[src/rtl/iomem_pkg.sv]
// -----------------------------------------------------------------------------
// iomem_pkg
// Shared definitions for the iomem initiator: FSM state encoding, response
// error codes, wait-counter width and the default bus timeout.
// -----------------------------------------------------------------------------
package iomem_pkg;

  // FSM state encoding
  typedef enum logic [1:0] {
    ST_IDLE = 2'd0,
    ST_BUS  = 2'd1,
    ST_RSP  = 2'd2
  } state_e;

  // rsp_err codes
  localparam logic [1:0] ERR_OK       = 2'd0;
  localparam logic [1:0] ERR_TIMEOUT  = 2'd1;
  localparam logic [1:0] ERR_MISALIGN = 2'd2;

  // Wait counter width and default bus timeout (in bus cycles)
  localparam int          CNT_W                  = 16;
  localparam int unsigned TIMEOUT_CYCLES_DEFAULT = 255;

endpackage

[src/rtl/iomem_initiator.sv]
// -----------------------------------------------------------------------------
// iomem_initiator
// Turns single commands (address, write data, byte strobes) into one iomem
// bus transaction and returns a response with read data and an error code.
// One command is outstanding at a time; misaligned addresses are rejected
// without a bus cycle and an unresponsive bus is abandoned after
// TIMEOUT_CYCLES cycles.
//
// Handshakes: every channel uses valid/ready. A transfer happens on a rising
// clk edge where both valid and ready are high; valid, once raised, is held
// with its payload stable until that transfer. The iomem side is the
// exception: iomem_ready is a single-cycle acknowledge from the responder.
//
// Ports
//   clk, resetn             clock, synchronous active-low reset
//   cmd_valid/cmd_ready     command handshake (ready only in IDLE)
//   cmd_addr/wdata/wstrb    command payload; wstrb == 0 means read
//   rsp_valid/rsp_ready     response handshake
//   rsp_rdata/rsp_err       response payload (rdata 0 for writes/errors)
//   iomem_valid/ready       bus request / single-cycle acknowledge
//   iomem_addr/wdata/wstrb  bus request payload
//   iomem_rdata             bus read data, valid with iomem_ready
//   busy                    high whenever the FSM is not in IDLE
//   dbg_state               current FSM state
// -----------------------------------------------------------------------------
module iomem_initiator
  import iomem_pkg::*;
#(
  parameter int unsigned TIMEOUT_CYCLES = TIMEOUT_CYCLES_DEFAULT
) (
  input  logic        clk,
  input  logic        resetn,
  input  logic        cmd_valid,
  output logic        cmd_ready,
  input  logic [31:0] cmd_addr,
  input  logic [31:0] cmd_wdata,
  input  logic [3:0]  cmd_wstrb,
  output logic        rsp_valid,
  input  logic        rsp_ready,
  output logic [31:0] rsp_rdata,
  output logic [1:0]  rsp_err,
  output logic        iomem_valid,
  input  logic        iomem_ready,
  output logic [31:0] iomem_addr,
  output logic [31:0] iomem_wdata,
  output logic [3:0]  iomem_wstrb,
  input  logic [31:0] iomem_rdata,
  output logic        busy,
  output state_e      dbg_state
);

  localparam logic [CNT_W-1:0] TIMEOUT_LIM = 16'(TIMEOUT_CYCLES);

  state_e             state_q, state_d;
  logic [31:0]        addr_q,  addr_d;
  logic [31:0]        wdata_q, wdata_d;
  logic [3:0]         wstrb_q, wstrb_d;
  logic [31:0]        rdata_q, rdata_d;
  logic [1:0]         err_q,   err_d;
  logic [CNT_W-1:0]   cnt_q,   cnt_d;
  logic [CNT_W-1:0]   cnt_inc;

  always_ff @(posedge clk) begin
    if (!resetn) begin
      state_q <= ST_IDLE;
      addr_q  <= '0;
      wdata_q <= '0;
      wstrb_q <= '0;
      rdata_q <= '0;
      err_q   <= ERR_OK;
      cnt_q   <= '0;
    end else begin
      state_q <= state_d;
      addr_q  <= addr_d;
      wdata_q <= wdata_d;
      wstrb_q <= wstrb_d;
      rdata_q <= rdata_d;
      err_q   <= err_d;
      cnt_q   <= cnt_d;
    end
  end

  always_comb begin
    state_d = state_q;
    addr_d  = addr_q;
    wdata_d = wdata_q;
    wstrb_d = wstrb_q;
    rdata_d = rdata_q;
    err_d   = err_q;
    cnt_d   = cnt_q;
    cnt_inc = cnt_q + 16'd1;

    case (state_q)
      ST_IDLE: begin
        if (cmd_valid) begin
          if (cmd_addr[1:0] != 2'b00) begin
            // Rejected before any bus activity
            err_d   = ERR_MISALIGN;
            rdata_d = '0;
            state_d = ST_RSP;
          end else begin
            addr_d  = cmd_addr;
            wdata_d = cmd_wdata;
            wstrb_d = cmd_wstrb;
            cnt_d   = '0;
            state_d = ST_BUS;
          end
        end
      end

      ST_BUS: begin
        // Acknowledge is checked first so it wins over a coincident timeout
        if (iomem_ready) begin
          rdata_d = (wstrb_q == 4'b0000) ? iomem_rdata : 32'd0;
          err_d   = ERR_OK;
          state_d = ST_RSP;
        end else begin
          cnt_d = cnt_inc;
          // cnt_q counts earlier unacknowledged cycles, so this cycle is
          // the TIMEOUT_CYCLES-th one with iomem_valid high.
          if (cnt_inc == TIMEOUT_LIM) begin
            rdata_d = '0;
            err_d   = ERR_TIMEOUT;
            state_d = ST_RSP;
          end
        end
      end

      ST_RSP: begin
        if (rsp_ready) begin
          state_d = ST_IDLE;
        end
      end

      default: begin
        state_d = ST_IDLE;
      end
    endcase
  end

  // Handshake outputs decode straight from state, so iomem_valid drops in
  // the cycle after the acknowledge or timeout and right after reset.
  assign cmd_ready   = (state_q == ST_IDLE);
  assign iomem_valid = (state_q == ST_BUS);
  assign rsp_valid   = (state_q == ST_RSP);
  assign busy        = (state_q != ST_IDLE);
  assign iomem_addr  = addr_q;
  assign iomem_wdata = wdata_q;
  assign iomem_wstrb = wstrb_q;
  assign rsp_rdata   = rdata_q;
  assign rsp_err     = err_q;
  assign dbg_state   = state_q;

endmodule

[config.mk]
export PLATFORM = sky130hd
export DESIGN_NAME = iomem_initiator
export DESIGN_NICKNAME = d
export VERILOG_FILES = /design/src/rtl/iomem_pkg.sv /design/src/rtl/iomem_initiator.sv
export SDC_FILE = /design/constraint.sdc
export NUM_CORES = 1
export LEC_CHECK = 0
export CORE_MARGIN = 2
export CORE_UTILIZATION = 45
export DETAILED_ROUTE_END_ITERATION = 8
export DONT_BUFFER_PORTS = 1
export GPL_TIMING_DRIVEN = 0
export PLACE_DENSITY_LB_ADDON = 0.25
export SETUP_SLACK_MARGIN = 0.4
export SYNTH_ARGS = -nofsm -noshare
export SYNTH_HDL_FRONTEND = slang
export SYNTH_SLANG_ARGS = --single-unit
[constraint.sdc]
create_clock -name clk -period 4.4 [get_ports clk]
set_clock_uncertainty 0.1 [all_clocks]
set_input_delay 0.44 -clock clk [delete_from_list [all_inputs] [get_ports clk]]
set_output_delay 0.44 -clock clk [all_outputs]
set_load 0.01 [all_outputs]
==> flow_metrics.env, run 1 <==
export IMPL_status="complete, no violations"
export IMPL_track_usage_pct=22.8
export IMPL_cts_root_buf="clkbuf_16"
export IMPL_period_needed_ns=2.65
export IMPL_p_leak_nw=2.07
export IMPL_p_total_mw=2.82
export IMPL_antenna_found_initial=0
export IMPL_core_um2=11000
export IMPL_ff2ff_setup_slack_ns=1.75
export IMPL_clk_pin_slew_ns=0.05
export IMPL_clk_latency_ns=0.41
export IMPL_ys_types=44
export IMPL_maxCapViolations=0
export IMPL_hold_viol=0
export IMPL_ys_ff_latch=120
export IMPL_antenna_cells=0
export IMPL_area_growth_pct=16.4
export IMPL_io_buffers=0
export IMPL_start_util_pct=46.7
export IMPL_dr_pass1_iters=4
export IMPL_synth_edff_count=0
export IMPL_synthTopCellsByArea="dfxtp_1, nand2_1, a21oi_1"
export IMPL_drtAntennaViolNets=0
export IMPL_drive_above_1_share_pct=12.0
export IMPL_synth_top_area_cell="dfxtp_1"
export IMPL_nNetsFinal=771
export IMPL_finalMaxSlewViolations=0
export IMPL_arrival_ns=2.82
export IMPL_ir_drop_mv=0.317
export IMPL_critPathCapture="rsp_rdata[18]"
export IMPL_vias=4512
export IMPL_crit_path_start="dbg_state[1]"
export IMPL_seq_area_frac_synth_pct=46.8
export IMPL_pwr_density_cell_nw_per_um2=472
export IMPL_min_path_type="in -> reg"
export IMPL_tightest_slew_ns=0.841
export IMPL_clockBufferDepth=2
export IMPL_fp_dieArea_um2=12300
export IMPL_syn_instance_count=645
export IMPL_rsz0062_at_grt="false"
export IMPL_synth_most_common_cell="nand2_1"
export IMPL_wl_per_cell_um=17.1
export IMPL_wirelength_um=13900
export IMPL_viasPerCell=5.52
export IMPL_numClockSinks=120
export IMPL_fin_setup_tns_ns=0
export IMPL_post_synth_top_area_fraction_pct=46.8
export IMPL_crit_path_end_kind="register"
export IMPL_timing_final_crit_share_pct=60.2
export IMPL_die_height_um=111
export IMPL_crit_required_ns=4.57
export IMPL_drtIter0Drc=299
export IMPL_yosys_warnings=0
export IMPL_worst_setup_path_start_kind="register"
export IMPL_reg2reg_depth=7
export IMPL_setup_violations=0
export IMPL_grt_overflow=0
export IMPL_io_pins=213
export IMPL_post_cts_resized=0
export IMPL_yosys_most_used_dff="dfxtp_1"
export IMPL_grt_pass1_vias=4482
export IMPL_fp_row_count=38
export IMPL_grt_max_degree=17
export IMPL_gp_congestion=0.913
export IMPL_path_class="reg -> reg"
export IMPL_post_cts_buffers=0
export IMPL_async_reset_ff_share_pct=0
export IMPL_tritoncts="yes"
export IMPL_synth_area_per_cell_um2=7.95
export IMPL_post_dp_hpwl_um=10400
export IMPL_r2r_start="dbg_state[1]"
export IMPL_cp_max_fo=10
export IMPL_drc_errors=0
export IMPL_relSlewSlack_pct=43.9
export IMPL_synth_nets=752
export IMPL_synth_common_cells="nand2_1, dfxtp_1, a21oi_1"
export IMPL_rr_endpoint="rsp_rdata[18]"
export IMPL_htreeDepth=4
export IMPL_syn_cell_area_um2=5130
export IMPL_cts_hold_buf=0
export IMPL_max_freq_mhz=378
export IMPL_grt_pass1_wl_um=22300
export IMPL_die_x_um=111
export IMPL_cts_buffers=17
layout make-up:
type / instances / area (um^2)
clock inverters: 13 / 225
well taps: 140 / 175
flip-flops and latches: 120 / 2400
multi-input cells: 468 / 2450
inverters: 6 / 22.5
plain buffers: 51 / 253
fillers: 1051 / 5010
clock buffers: 19 / 443
stage by stage:
| step | util, % | setup slack (ns) | hold slack, ns | std cells | instance area [um^2] |
|---|---|---|---|---|---|
| 2_1_floorplan | - | 2.03 | 0.371 | 645 | 5130 |
| 3_3_place_gp | 48.3 | 1.73 | 0.393 | 785 | 5300 |
| 3_5_place_dp | 48.3 | 1.71 | 0.397 | 785 | 5300 |
| 4_1_cts | 54.4 | 1.68 | 0.0287 | 817 | 5970 |
| 5_1_grt | 54.4 | 1.55 | 0.0418 | 817 | 5970 |
| 6_report | 54.4 | 1.75 | 0.0581 | 817 | 5970 |
layout by cell type, fill, tap and decap left out, types with 2 or more instances in the layout:
| master | count |
|---|---|
| nand2_1 | 180 |
| dfxtp_1 | 120 |
| a21oi_1 | 110 |
| nor2_1 | 61 |
| clkbuf_1 | 41 |
| o31ai_2 | 29 |
| clkbuf_16 | 17 |
| o21ai_0 | 16 |
| nand3_1 | 8 |
| inv_1 | 6 |
| bufinv_16 | 6 |
| xor2_1 | 5 |
| nor4_1 | 4 |
| buf_2 | 4 |
| or3_1 | 4 |
| and3_1 | 4 |
| clkinv_2 | 4 |
| or2_2 | 3 |
| buf_1 | 3 |
| nor4_2 | 3 |
| nor3_1 | 3 |
| a31oi_1 | 3 |
| buf_12 | 3 |
| o31ai_1 | 3 |
| a311oi_1 | 3 |
| nand2b_1 | 2 |
| nor2b_1 | 2 |
| and2_1 | 2 |
| nand3_2 | 2 |
| a22oi_1 | 2 |
| o31a_1 | 2 |
| a211oi_1 | 2 |
| ha_1 | 2 |
| clkinv_4 | 2 |
cell families after synthesis:
kind of cell / share of synthesized area, %
and+or+nand+nor: 23.4
adders and majority gates: 0.488
AOI/OAI and AO/OA: 22.6
buffers and inverters: 5.37
DFF: 46.8
muxes: 0.220
xor gates and xnor gates: 1.02
how the worst min path moves through the flow:
| stage | from | end | slack [ns] | cells after the start |
|---|---|---|---|---|
| after floorplan | cnt_q[15] | cnt_q[15] | 0.37 | 1 |
| after global placement | iomem_addr[18] | iomem_addr[18] | 0.39 | 2 |
| after detailed placement | iomem_addr[15] | iomem_addr[15] | 0.40 | 2 |
| after CTS | iomem_rdata[31] | rsp_rdata[31] | 0.03 | 2 |
| after global routing | iomem_rdata[21] | rsp_rdata[21] | 0.04 | 2 |
| final | iomem_rdata[31] | rsp_rdata[31] | 0.06 | 2 |
critical path: stages, from the launching register on:
cell and delay [ns]:
dfxtp_1 0.48, nand2b_1 0.28, inv_1 0.14, nand2b_1 0.09, clkbuf_1 0.39, buf_2 0.33, clkbuf_1 0.53, o31ai_2 0.16
state kept, by name, summed over array words and instances, names as in the netlist:
name and count:
iomem_wdata 32, dbg_state 2, iomem_wstrb 4, iomem_addr 32, rsp_rdata 32, rsp_err 2, cnt_q 16
per-layer routing:
layer / vias up / part of all wire, % / global-route usage [%]
met1: 2061 / 39 / 24.6
li1: 2223 / - / -
met2: 204 / 48 / 38.7
met4: 0 / 2.0 / 9.33
met3: 24 / 11 / 10.3
met5: - / 0 / 0
power by group:
| group | switching, mW | internal (mW) |
|---|---|---|
| sequential | 0.0330 | 1.11 |
| clock | 0.490 | 1.07 |
| combinational | 0.0805 | 0.0304 |
No activity file was read; power rests on OpenSTA's default activity.
==> inputs of run 2 (changes only) <==
==> constraint.sdc (replaced) <==
create_clock -name clk -period 2.7 [get_ports clk]
set_clock_uncertainty 0.1 [all_clocks]
set_input_delay 0.27 -clock clk [delete_from_list [all_inputs] [get_ports clk]]
set_output_delay 0.27 -clock clk [all_outputs]
set_load 0.01 [all_outputs]
==> run 2 against run 1 <==
  * Combinational power grew to 2.9 times the previous value
  * Power is 62% higher
  * Utilization grew 13 points
  * Critical endpoint is now rsp_rdata[24]
  * Worst setup slack got worse by 1.4 ns
  * Count of clock-buffer cells in the layout increased by 7
  * Maximum frequency up 13%
  * Via count is 17% higher
  * Die area unchanged
  * Largest power group unchanged
  * Register-to-register slack worse by 1.4 ns
==> flow_metrics.env, run 2 (synthesis gave the netlist of run 1 again) <==
export IMPL_status="complete, no violations"
export IMPL_pwr_share_seq_pct=41.0
export IMPL_core_um2=11000
export IMPL_vias=5258
export IMPL_wl_met2_um=8460
export IMPL_grt_max_degree=17
export IMPL_start_util_pct=46.7
export IMPL_dr_pass1_iters=5
export IMPL_nNetsFinal=888
export IMPL_io_pins=213
export IMPL_clockBufferDepth=2
export IMPL_gp_congestion=0.859
export IMPL_grt_overflow=0
export IMPL_path_class="reg -> reg"
export IMPL_io_buffers=0
export IMPL_fp_dieArea_um2=12300
export IMPL_post_dp_hpwl_um=10500
export IMPL_die_height_um=111
export IMPL_timing_final_crit_share_pct=86.5
export IMPL_period_needed_ns=2.34
export IMPL_ir_drop_mv=0.454
export IMPL_placed_area_um2=5310
export IMPL_viasPerCell=5.63
export IMPL_top_layer="met4"
export IMPL_maxCapViolations=0
export IMPL_p_switching_mw=1.00
export IMPL_worst_setup_path_start_kind="register"
export IMPL_final_area_um2=7430
export IMPL_die_x_um=111
export IMPL_pwr_share_comb_pct=7.0
export IMPL_antenna_cells=0
export IMPL_numClockSinks=120
export IMPL_clk_latency_ns=0.41
export IMPL_crit_required_ns=2.89
export IMPL_drc_errors=0
export IMPL_min_path_type="in -> reg"
export IMPL_fp_row_count=38
export IMPL_dp_cells=785
export IMPL_drtIter0Drc=261
export IMPL_pwr_density_cell_nw_per_um2=614
export IMPL_wl_per_cell_um=18.0
export IMPL_htreeDepth=4
export IMPL_area_growth_pct=44.9
export IMPL_tightest_slew_ns=0.561
export IMPL_hold_viol=0
export IMPL_final_common_cell="nand2_1"
export IMPL_wl_met1_um=6140
export IMPL_multi_input_area_um2=2690
export IMPL_clk_pin_slew_ns=0.06
export IMPL_cp_max_fo=8
export IMPL_crit_path_end_kind="register"
export IMPL_wirelength_um=16800
export IMPL_grt_pass1_vias=5205
export IMPL_wl_met3_um=1580
export IMPL_p_leak_nw=2.69
export IMPL_max_freq_mhz=428
export IMPL_final_seq_area_um2=2420
export IMPL_tritoncts="yes"
export IMPL_drive_above_1_share_pct=17.9
export IMPL_arrival_ns=2.52
export IMPL_cts_buffers=17
export IMPL_rsz0062_at_grt="true"
export IMPL_stdcell_count=934
export IMPL_final_cell_mix="nand2_1, dfxtp_1, a21oi_1, dlygate4sd3_1, nor2_1"
export IMPL_finalMaxSlewViolations=0
export IMPL_cts_root_buf="clkbuf_16"
export IMPL_track_usage_pct=26.5
export IMPL_antenna_found_initial=0
export IMPL_relSlewSlack_pct=62.6
export IMPL_nFillCells=821
export IMPL_drtAntennaViolNets=0
export IMPL_clkPwrFrac_pct=52.0
export IMPL_setup_violations=0
export IMPL_grt_pass1_wl_um=26100
export IMPL_p_int_mw=3.56
export IMPL_netSwitchingFraction_pct=21.9
run 2: cell count changes in the layout (fill, tap and decap cells not counted), moves of 4 or more:
cell,delta
nand3_4,+4
clkbuf_1,-15
dfxtp_2,+8
dlygate4sd3_1,+101
clkbuf_2,+14
clkbuf_8,+5
dfxtp_1,-10
buf_4,+14
o31ai_4,+6
run 2: per-stage QoR:
step	worst slack [ns]	hold WS, ns	util (%)	setup TNS, ns	power, mW
finish	0.364	0.0635	67.7	0	4.56
global route	0.301	0.0676	67.7	0	4.72
CTS	0.345	0.0378	65.0	0	4.58
detailed placement	-0.0772	0.299	48.3	-0.557	2.09
global placement	-0.0663	0.295	48.3	-0.643	2.08
floorplan	0.408	0.290	-	0	2.03
run 2: critical path, stage by stage (launching register included):
cell,delay (ns)
dfxtp_1,0.30
buf_2,0.19
nand3_4,0.14
nor4_4,0.37
xor2_2,0.14
a2111oi_4,0.33
and3_4,0.26
buf_12,0.16
clkbuf_16,0.16
o31ai_4,0.06
run 2: final timing paths:
check / from / endpoint / slack [ns] / cells after the start
min: rsp_ready / dbg_state[1] / 0.06 / 2
max: cnt_q[10] / rsp_rdata[24] / 0.36 / 9
max reg2reg: cnt_q[10] / rsp_rdata[24] / 0.36 / 9
min reg2reg: iomem_addr[22] / iomem_addr[22] / 0.41 / 2
run 2: final cells by class:
type                    count  area share, %
multi-input cells         468           36.2
flip-flops and latches    120           32.6
repair buffers            117           16.0
clock buffers              26           6.99
plain buffers              51           4.14
well taps                 140           2.36
clock inverters             6           1.48
inverters                   6          0.303
run 2: what timing repair did:
item | CTS | global route
setup buffers | 6 | 6
hold endpoints to repair | 100 | 0
hold buffers | 101 | 0
resized for setup | 30 | 60
setup endpoints to repair | 88 | 84
pin swaps | 1 | 10
cloned | 2 | 2
run 2: routing by layer:
metal / up-vias / GRT usage, %
li1: 2458 / -
met1: 2449 / 27.8
met2: 301 / 46.4
met3: 50 / 10.2
met4: 0 / 13.3
met5: - / 0
run 2: power groups by stage:
stage / logic [mW] / registers [mW] / clock network [mW]
2_1_floorplan: 0.135 / 1.89 / 0
3_3_place_gp: 0.174 / 1.91 / 0
3_5_place_dp: 0.180 / 1.91 / 0
4_1_cts: 0.303 / 1.87 / 2.41
5_1_grt: 0.350 / 1.87 / 2.50
6_report: 0.320 / 1.87 / 2.37
==> inputs of run 3 (changes only) <==
--- a/config.mk
+++ b/config.mk
@@ -5,8 +5,10 @@
 export SDC_FILE = /design/constraint.sdc
 export NUM_CORES = 1
 export LEC_CHECK = 0
+export CELL_PAD_IN_SITES_DETAIL_PLACEMENT = 2
+export CELL_PAD_IN_SITES_GLOBAL_PLACEMENT = 2
 export CORE_MARGIN = 2
-export CORE_UTILIZATION = 45
+export CORE_UTILIZATION = 34
 export DETAILED_ROUTE_END_ITERATION = 8
 export DONT_BUFFER_PORTS = 1
 export GPL_TIMING_DRIVEN = 0
==> run 3 against run 2 <==
  * Worst setup slack got worse by 0.19 ns
  * First-iteration DRC count rose by 24%
  * Register-to-register slack got worse by 0.19 ns
  * Cell count rose by 6.3%
  * Power rose by 8.8%
  * Non-clock buffer count rose by 13
  * Highest routed layer unchanged
==> flow_metrics.env, run 3 (synthesis gave the netlist of run 1 again) <==
export IMPL_max_freq_mhz=395
export IMPL_track_usage_pct=32.9
export IMPL_post_dp_hpwl_um=13200
export IMPL_drtAntennaViolNets=0
export IMPL_drive_above_1_share_pct=19.5
export IMPL_min_from="rsp_ready"
export IMPL_grt_max_degree=17
export IMPL_nNetsFinal=901
export IMPL_worst_setup_path_start_kind="register"
export IMPL_fp_dieArea_um2=16100
export IMPL_die_height_um=127
export IMPL_maxCapViolations=0
export IMPL_grt_pass1_vias=6516
export IMPL_cpLargestDelayFamily="simple AND/OR/NAND/NOR gates"
export IMPL_min_path_type="in -> reg"
export IMPL_antenna_found_initial=2
export IMPL_io_buffers=0
export IMPL_multi_input_area_um2=2710
export IMPL_fp_row_count=44
export IMPL_wl_per_cell_um=30.2
export IMPL_status="complete, no violations"
export IMPL_timing_final_crit_share_pct=93.7
export IMPL_rsz0062_at_grt="true"
export IMPL_ff2ff_setup_slack_ns=0.17
export IMPL_critPathSlowestCell="or4_4"
export IMPL_hold_viol=0
export IMPL_cts_root_buf="clkbuf_16"
export IMPL_viasPerCell=5.96
export IMPL_cts_buffers=17
export IMPL_numClockSinks=120
export IMPL_finalMaxSlewViolations=0
export IMPL_core_um2=14600
export IMPL_final_seq_area_um2=2420
export IMPL_gp_congestion=0.847
export IMPL_crit_path_end_kind="register"
export IMPL_cp_max_fo=6
export IMPL_r2r_start="cnt_q[1]"
export IMPL_start_util_pct=35.0
export IMPL_nFillCells=1512
export IMPL_clk_pin_slew_ns=0.06
export IMPL_place_ws_ns=-0.0602
export IMPL_final_core_util_pct=52.5
export IMPL_relSlewSlack_pct=49.3
export IMPL_area_growth_pct=49.9
export IMPL_path_class="reg -> reg"
export IMPL_hold_depth=2
export IMPL_pwr_density_cell_nw_per_um2=646
export IMPL_crit_required_ns=2.91
export IMPL_final_common_cell="nand2_1"
export IMPL_drtIter0Drc=324
export IMPL_dr_pass1_iters=5
export IMPL_grt_pass1_wl_um=40000
export IMPL_p_leak_nw=2.80
export IMPL_htreeDepth=4
export IMPL_setup_ws_ns=0.171
export IMPL_rr_endpoint="rsp_rdata[3]"
export IMPL_clockBufferDepth=2
export IMPL_ir_drop_mv=0.495
export IMPL_tightest_slew_ns=0.760
export IMPL_drc_errors=0
export IMPL_path_buf_inv=4
export IMPL_io_pins=213
export IMPL_crit_path_start="cnt_q[1]"
export IMPL_max_stage_delay_ns=0.46
export IMPL_vias=5922
export IMPL_arrival_ns=2.73
export IMPL_period_needed_ns=2.53
export IMPL_wirelength_um=30000
export IMPL_setup_violations=0
export IMPL_clk_latency_ns=0.44
export IMPL_die_x_um=127
export IMPL_final_cell_mix="nand2_1, dfxtp_1, a21oi_1, dlygate4sd3_1, nor2_1"
export IMPL_worstHoldEndpoint="dbg_state[1]"
export IMPL_reg2reg_depth=10
export IMPL_tritoncts="yes"
export IMPL_path_cells="buf_6 -> nand3_4 -> xor2_1 -> or4_4 -> a2111oi_4 -> and3_4 -> buf_12 -> buf_6 -> buf_12 -> o31ai_2"
export IMPL_grt_overflow=0
run 3: cell count changes in the layout (fill, tap and decap cells not counted), sizes merged:
| cell | delta |
|---|---|
| diode | +3 |
| buf | +13 |
| bufinv | +2 |
| clkbuf | -1 |
| clkinvlp | -2 |
run 3: how the worst max path moves through the flow:
| stage | cells after the start | end |
|---|---|---|
| after CTS | 5 | rsp_rdata[2] |
| final | 10 | rsp_rdata[3] |
| after global placement | 7 | rsp_rdata[20] |
| after global routing | 8 | cnt_q[6] |
| after detailed placement | 7 | rsp_rdata[14] |
| after floorplan | 9 | rsp_rdata[11] |
run 3: timing repair:
item	4_1_cts	5_1_grt
endpoints found under the hold margin	100	0
buffers inserted	23	4
setup endpoints to repair	89	119
pin swaps	14	7
hold buffers	101	0
resized for setup	68	33
gates cloned	2	0
run 3: metrics by stage:
stage               setup TNS [ns]  total power [mW]  area [um^2]  std cells  hold WS [ns]
floorplan                        0              2.03         5130        645         0.290
global placement            -0.396              2.09         5360        829         0.294
detailed placement          -0.508              2.10         5360        829         0.304
CTS                              0              4.83         7540        986        0.0176
global route                     0              5.06         7690        993        0.0386
finish                           0              4.97         7690        993        0.0336
run 3: cell type report:
type / count / share of cell area [%]
Timing Repair Buffer: 130 / 16.8
Buffer: 51 / 4.31
Clock inverter: 6 / 2.07
Clock buffer: 25 / 6.70
Antenna cell: 3 / 0.0976
Multi-Input combinational cell: 468 / 35.2
Sequential cell: 120 / 31.5
Inverter: 6 / 0.293
Tap cell: 184 / 2.99
run 3: where the power goes:
part	total, mW	switching, mW	internal (mW)	leakage [nW]
Sequential	1.88	0.0662	1.81	0.977
Combinational	0.369	0.214	0.155	1.50
Clock	2.72	0.935	1.79	0.330
Total	4.97	1.22	3.75	2.80
run 3: routing by layer:
metal / track usage, % / wire, um / part of all wire (%)
met5: 0 / 0 / 0
met4: 11.8 / 1440 / 4.8
met3: 10.3 / 2170 / 7.2
met2: 62.3 / 15600 / 52
met1: 33.9 / 10800 / 36
